==> config.mk <==
export PLATFORM = sky130hd
export DESIGN_NAME = vga_timing_counter_flat
export DESIGN_NICKNAME = d
export VERILOG_FILES = /design/src/rtl/vga_timing_counter_if.sv /design/src/rtl/vga_timing_counter.sv /design/src/flat_wrapper.sv
export SDC_FILE = /design/constraint.sdc
export NUM_CORES = 1
export LEC_CHECK = 0
export CORE_UTILIZATION = 45
export DETAILED_ROUTE_END_ITERATION = 7
export PLACE_DENSITY_LB_ADDON = 0.05
export SLEW_MARGIN = 20
export SYNTH_ARGS = -nofsm -noshare
export SYNTH_HDL_FRONTEND = slang
export SYNTH_SLANG_ARGS = --single-unit
==> constraint.sdc <==
create_clock -name i_Clk -period 5 [get_ports i_Clk]
set_clock_uncertainty 0.05 [all_clocks]
set_input_delay 0.5 -clock i_Clk [delete_from_list [all_inputs] [get_ports i_Clk]]
set_output_delay 0.5 -clock i_Clk [all_outputs]
set_load 0.005 [all_outputs]
==> src/rtl/vga_timing_counter_if.sv <==
// Interface bundling the enable input and the timing outputs of
// vga_timing_counter. The counter drives through the master modport; the
// sync decoder / consumer uses the slave modport.
// Optional feature macro: FRAME_COUNT_EN adds the 8-bit o_frame_count.
interface vga_timing_counter_if #(
    parameter int HMAX = 800,
    parameter int VMAX = 525
);
    localparam int HW = (HMAX > 1) ? $clog2(HMAX) : 1;
    localparam int VW = (VMAX > 1) ? $clog2(VMAX) : 1;

    logic          i_Enable;
    logic [HW-1:0] o_H_count;
    logic [VW-1:0] o_V_count;
    logic          o_pix_tick;
    logic          o_line_end;
    logic          o_frame_end;
`ifdef FRAME_COUNT_EN
    logic [7:0]    o_frame_count;

    modport master (
        input  i_Enable,
        output o_H_count, o_V_count, o_pix_tick, o_line_end, o_frame_end,
        output o_frame_count
    );
    modport slave (
        output i_Enable,
        input  o_H_count, o_V_count, o_pix_tick, o_line_end, o_frame_end,
        input  o_frame_count
    );
`else
    modport master (
        input  i_Enable,
        output o_H_count, o_V_count, o_pix_tick, o_line_end, o_frame_end
    );
    modport slave (
        output i_Enable,
        input  o_H_count, o_V_count, o_pix_tick, o_line_end, o_frame_end
    );
`endif
endinterface

==> src/rtl/vga_timing_counter.sv <==
// VGA raster timing counter: a pixel-rate divider feeding a horizontal
// column counter and a vertical line counter, with registered one-cycle
// pulses for each new pixel, each line wrap and each frame wrap.
// Optional feature macro: FRAME_COUNT_EN adds an 8-bit wrapping frame counter.
module vga_timing_counter #(
    parameter int HMAX           = 800,
    parameter int VMAX           = 525,
    parameter int CLKS_PER_PIXEL = 1
) (
    input  logic                  i_Clk,
    input  logic                  i_Reset,
    vga_timing_counter_if.master  tim
);
    localparam int HW = (HMAX > 1) ? $clog2(HMAX) : 1;
    localparam int VW = (VMAX > 1) ? $clog2(VMAX) : 1;
    localparam int DW = (CLKS_PER_PIXEL > 1) ? $clog2(CLKS_PER_PIXEL) : 1;

    localparam logic [HW-1:0] H_LAST   = HW'(HMAX - 1);
    localparam logic [VW-1:0] V_LAST   = VW'(VMAX - 1);
    localparam logic [DW-1:0] DIV_LAST = DW'(CLKS_PER_PIXEL - 1);

    logic [DW-1:0] div_q, div_d;
    logic [HW-1:0] h_q, h_d;
    logic [VW-1:0] v_q, v_d;
    logic          pix_tick_q, pix_tick_d;
    logic          line_end_q, line_end_d;
    logic          frame_end_q, frame_end_d;
    logic          advance;
    logic          h_wrap;
    logic          v_wrap;
`ifdef FRAME_COUNT_EN
    logic [7:0]    frame_count_q, frame_count_d;
`endif

    // Next-state logic: divider, raster counters and the pulses that
    // describe the transition being taken on this edge.
    always_comb begin
        div_d       = div_q;
        h_d         = h_q;
        v_d         = v_q;
        advance     = 1'b0;
        h_wrap      = 1'b0;
        v_wrap      = 1'b0;
        pix_tick_d  = 1'b0;
        line_end_d  = 1'b0;
        frame_end_d = 1'b0;

        if (tim.i_Enable) begin
            // The divider only moves while enabled, so a paused pixel resumes
            // exactly where it stopped.
            if (div_q == DIV_LAST) begin
                div_d   = '0;
                advance = 1'b1;
            end else begin
                div_d = div_q + DW'(1);
            end
        end

        if (advance) begin
            h_wrap = (h_q == H_LAST);
            v_wrap = h_wrap && (v_q == V_LAST);
            h_d    = h_wrap ? '0 : h_q + HW'(1);
            if (h_wrap) begin
                v_d = v_wrap ? '0 : v_q + VW'(1);
            end
        end

        pix_tick_d  = advance;
        line_end_d  = h_wrap;
        frame_end_d = v_wrap;
    end

`ifdef FRAME_COUNT_EN
    // Frame counter advances on the same edge that raises o_frame_end.
    always_comb begin
        frame_count_d = frame_count_q;
        if (frame_end_d) begin
            frame_count_d = frame_count_q + 8'd1;
        end
    end
`endif

    // State register; reset wins over enable and clears every pulse.
    always_ff @(posedge i_Clk) begin
        if (i_Reset) begin
            div_q       <= '0;
            h_q         <= '0;
            v_q         <= '0;
            pix_tick_q  <= 1'b0;
            line_end_q  <= 1'b0;
            frame_end_q <= 1'b0;
        end else begin
            div_q       <= div_d;
            h_q         <= h_d;
            v_q         <= v_d;
            pix_tick_q  <= pix_tick_d;
            line_end_q  <= line_end_d;
            frame_end_q <= frame_end_d;
        end
    end

`ifdef FRAME_COUNT_EN
    // Frame counter register.
    always_ff @(posedge i_Clk) begin
        if (i_Reset) begin
            frame_count_q <= 8'd0;
        end else begin
            frame_count_q <= frame_count_d;
        end
    end

    assign tim.o_frame_count = frame_count_q;
`endif

    assign tim.o_H_count   = h_q;
    assign tim.o_V_count   = v_q;
    assign tim.o_pix_tick  = pix_tick_q;
    assign tim.o_line_end  = line_end_q;
    assign tim.o_frame_end = frame_end_q;

endmodule

==> src/flat_wrapper.sv <==
// flat-port wrapper written by rule: the top's interface ports become plain ports
module vga_timing_counter_flat 
#(
    parameter int HMAX           = 800,
    parameter int VMAX           = 525,
    parameter int CLKS_PER_PIXEL = 1
)
  (i_Clk, i_Reset, tim_i_Enable, tim_o_H_count, tim_o_V_count, tim_o_pix_tick, tim_o_line_end, tim_o_frame_end);
  vga_timing_counter_if #(.HMAX(HMAX), .VMAX(VMAX)) tim_i ();
  input  logic i_Clk;
  input  logic i_Reset;
  input wire logic [$bits(tim_i.i_Enable)-1:0] tim_i_Enable;
  output wire logic [$bits(tim_i.o_H_count)-1:0] tim_o_H_count;
  output wire logic [$bits(tim_i.o_V_count)-1:0] tim_o_V_count;
  output wire logic [$bits(tim_i.o_pix_tick)-1:0] tim_o_pix_tick;
  output wire logic [$bits(tim_i.o_line_end)-1:0] tim_o_line_end;
  output wire logic [$bits(tim_i.o_frame_end)-1:0] tim_o_frame_end;
  assign tim_i.i_Enable = tim_i_Enable;
  assign tim_o_H_count = tim_i.o_H_count;
  assign tim_o_V_count = tim_i.o_V_count;
  assign tim_o_pix_tick = tim_i.o_pix_tick;
  assign tim_o_line_end = tim_i.o_line_end;
  assign tim_o_frame_end = tim_i.o_frame_end;
  vga_timing_counter #(.HMAX(HMAX), .VMAX(VMAX), .CLKS_PER_PIXEL(CLKS_PER_PIXEL)) u_core (.i_Clk(i_Clk), .i_Reset(i_Reset), .tim(tim_i));
endmodule
==> results_dict.tcl <==
set metrics [dict create \
    io_pins 26 \
    clock_path_buffers 2 \
    crit_path_cell_trace "clkdlybuf4s50_1, nand3_1, nor4_2, nand3_1, o32ai_1" \
    regArea_um2 460 \
    die_h_um 53.3 \
    routed_wl_mm 2.50 \
    status "finished clean" \
    yosysWarnings 0 \
    synthCells 135 \
    antenna_found_initial 0 \
    diodes 0 \
    gr-total-overflow 0 \
    timing.rr.start "u_core.tim.o_H_count[0]" \
    ir_drop_mv 0.153 \
    root_buffer "clkbuf_4" \
    grt_pass1_wl_mm 4.03 \
    cpLargestDelayFamily "simple AND/OR/NAND/NOR gates" \
    drt-pass1-iter-count 4 \
    grt_pass1_vias 938 \
    required_ps 5160 \
    power.density_nw_per_um2 200 \
    worst-path-buf-inv 1 \
    p_sw_frac 0.225 \
    crit_arrival_ps 2280 \
    cts_max_level 1 \
    rsz0062_at_grt "no" \
    synth_cell_types 37 \
    power_frac_comb 0.053 \
    start_kind "primary input" \
    seq_area_frac_synth 0.389 \
    layout.nets 164 \
    crit_start "tim_i_Enable" \
    area_delta_synth_final_pct 22.6 \
    synth_area_leader_cell "dfxtp_1" \
    avgSynthCellArea_um2 8.78 \
    synth_top_cell_area_share 0.389 \
    worstSetupEndpointType "register" \
    slowest_delay_ps 650 \
    hold_viol 0 \
    grt_max_degree 14 \
    worst_skew_pair.late_latency_ps 310 \
    whs_ps 474 \
    post-cts-setup-buffers 0 \
    leakage_uw 0.000443 \
    die_w_um 53.3 \
    gp_congestion 0.832 \
    avgViaCountPerCell 5.68 \
    drive_gt1_frac 0.0764 \
    drc_errors 0 \
    fin_crit_ps 2130 \
    critPathCapture "u_core.tim.o_V_count[5]" \
    crit_fanout 9 \
    hold_class "register to register" \
    ctsHoldBuffers 0 \
    ff2ff_path_depth 5 \
    synth-seq-cells 23 \
    syn-num-nets 141 \
    num-fill-cells 238 \
    post_drt_wl_per_cell_um 13.4 \
    setup_viol 0 \
    slew_headroom 0.534 \
    layout_commonest_cell "clkdlybuf4s50_1" \
    worstMarginPinSlew_ps 693 \
    placementRows 18 \
    cts_tree "built" \
    p_seq_frac 0.649 \
    drv_cap 0 \
    dieArea_um2 2840 \
    drt_iter0_drc 17 \
    min_period_over_period 0.425 \
    numCtsBuffers 3 \
    fp.coreArea_um2 2480 \
    clkTransAtPathRegs_ps 130 \
    internal_power_uw 225 \
    setup-tns-final_ps 0 \
    initial_core_util 0.478 \
    final_cell_mix "clkdlybuf4s50_1, dfxtp_1, nor2_1, inv_1, nand3_1" \
    dp_hpwl_mm 1.82 \
    synth_area_um2 1180 \
    r2r_slack_ps 3040 \
    reg2reg_to "u_core.tim.o_V_count[5]" \
    fmax_mhz 470 \
    clock-sinks 23 \
    post_cts_resized 0 \
    multi_input_area_um2 644 \
    gr-usage-all-layers 0.196 \
    synthTopCellsByArea "dfxtp_1, nand3_1, nor2_1" \
    vias 1062 \
    crit_slowest_cell "clkdlybuf4s50_1" \
    detail-route-antenna-nets 0 \
    clkPwrFrac 0.298 \
    final_max_slew_viol_count 0 \
    worst-path-stages 5 \
    critical_path_class "primary input to register" \
    critPathMostFrequentCell "nand3_1" \
    portBuffers 25 \
    p_sw_uw 65.4 \
]
[synthesized netlist by cell type]
cell / n
or4_4: 1
dfxtp_1: 23
nand3b_1: 2
nor4_1: 4
nand4_1: 5
and4_1: 1
and3_1: 1
nor3_1: 7
nand2_1: 8
a41oi_1: 2
o21a_1: 2
a21oi_1: 8
nand4bb_4: 1
nand2b_4: 1
nand2b_1: 2
nor4_2: 1
inv_1: 9
o21ai_2: 3
nor2_1: 12
xor2_1: 4
buf_4: 1
a31o_2: 1
buf_6: 2
o32ai_1: 1
o31ai_1: 1
nand4_2: 1
clkbuf_1: 3
o31a_1: 1
o211ai_1: 4
nor3b_1: 1
nand3_1: 9
nor2b_1: 2
ha_1: 3
o21ai_0: 1
buf_2: 1
nor4b_1: 1
xnor2_1: 5
[power by group through the flow]
stage	Clock, uW	Combinational [uW]	Sequential (uW)
after floorplan	0	9.51	192
after global placement	0	15.5	192
after detailed placement	0	15.2	192
after CTS	90.0	15.5	188
after global routing	96.6	16.9	189
final	86.3	15.3	188
[layer usage]
layer	global-route usage	vias to the layer above	wire, um	part of all wire
met1	0.237	507	1160	0.46
met4	0.0877	0	7	0.0028
met3	0.0345	2	99	0.040
met2	0.331	24	1230	0.49
li1	-	529	-	-
met5	0	-	0	0
[state kept, by name (all words and copies together) (netlist names)]
signal	flops
u_core.tim.o_V_count	10
u_core.tim.o_H_count	10
u_core.tim.o_pix_tick	1
u_core.tim.o_frame_end	1
u_core.tim.o_line_end	1
[tightest hold or removal path, delay by kind of cell (launching register included)]
family                 cells  cell delay (ps)
DFF                        1              360
AOI/OAI and AO/OA          1               50
buffers and inverters      1               80
[final cells by class]
cell class | count | share of cell area
multi-input cells | 96 | 0.444
well taps | 30 | 0.0258
flip-flops and latches | 23 | 0.317
repair buffers | 25 | 0.172
clock buffers | 4 | 0.0181
inverters | 9 | 0.0233
[logic make-up after synthesis]
kind of cell | after synthesis | share of synthesized area
simple gates | 60 | 0.304
compound gates | 24 | 0.142
flops | 23 | 0.389
buf+inv | 16 | 0.0676
xor+xnor | 9 | 0.0665
fa+ha+maj | 3 | 0.0317
[how the worst min path moves through the flow]
stage                                  startpoint                 endpoint  cells after the start
after global placement    u_core.tim.o_V_count[9]  u_core.tim.o_V_count[9]                      2
after global routing      u_core.tim.o_V_count[9]  u_core.tim.o_V_count[9]                      2
after detailed placement  u_core.tim.o_V_count[9]  u_core.tim.o_V_count[9]                      2
after CTS                 u_core.tim.o_V_count[9]  u_core.tim.o_V_count[9]                      2
final                     u_core.tim.o_V_count[9]  u_core.tim.o_V_count[9]                      2
after floorplan           u_core.tim.o_V_count[9]  u_core.tim.o_V_count[9]                      2
[metrics by stage]
step	cell area, um2	power [uW]	utilization	setup WS (ps)	instances
after CTS	1450	294	0.586	2860	187
final	1450	290	0.586	2870	187
after detailed placement	1430	208	0.576	2520	183
after floorplan	1180	201	-	3210	135
after global placement	1430	208	0.576	2640	183
after global routing	1450	302	0.586	2710	187
Note: power is estimated with default switching activity, not from simulation.
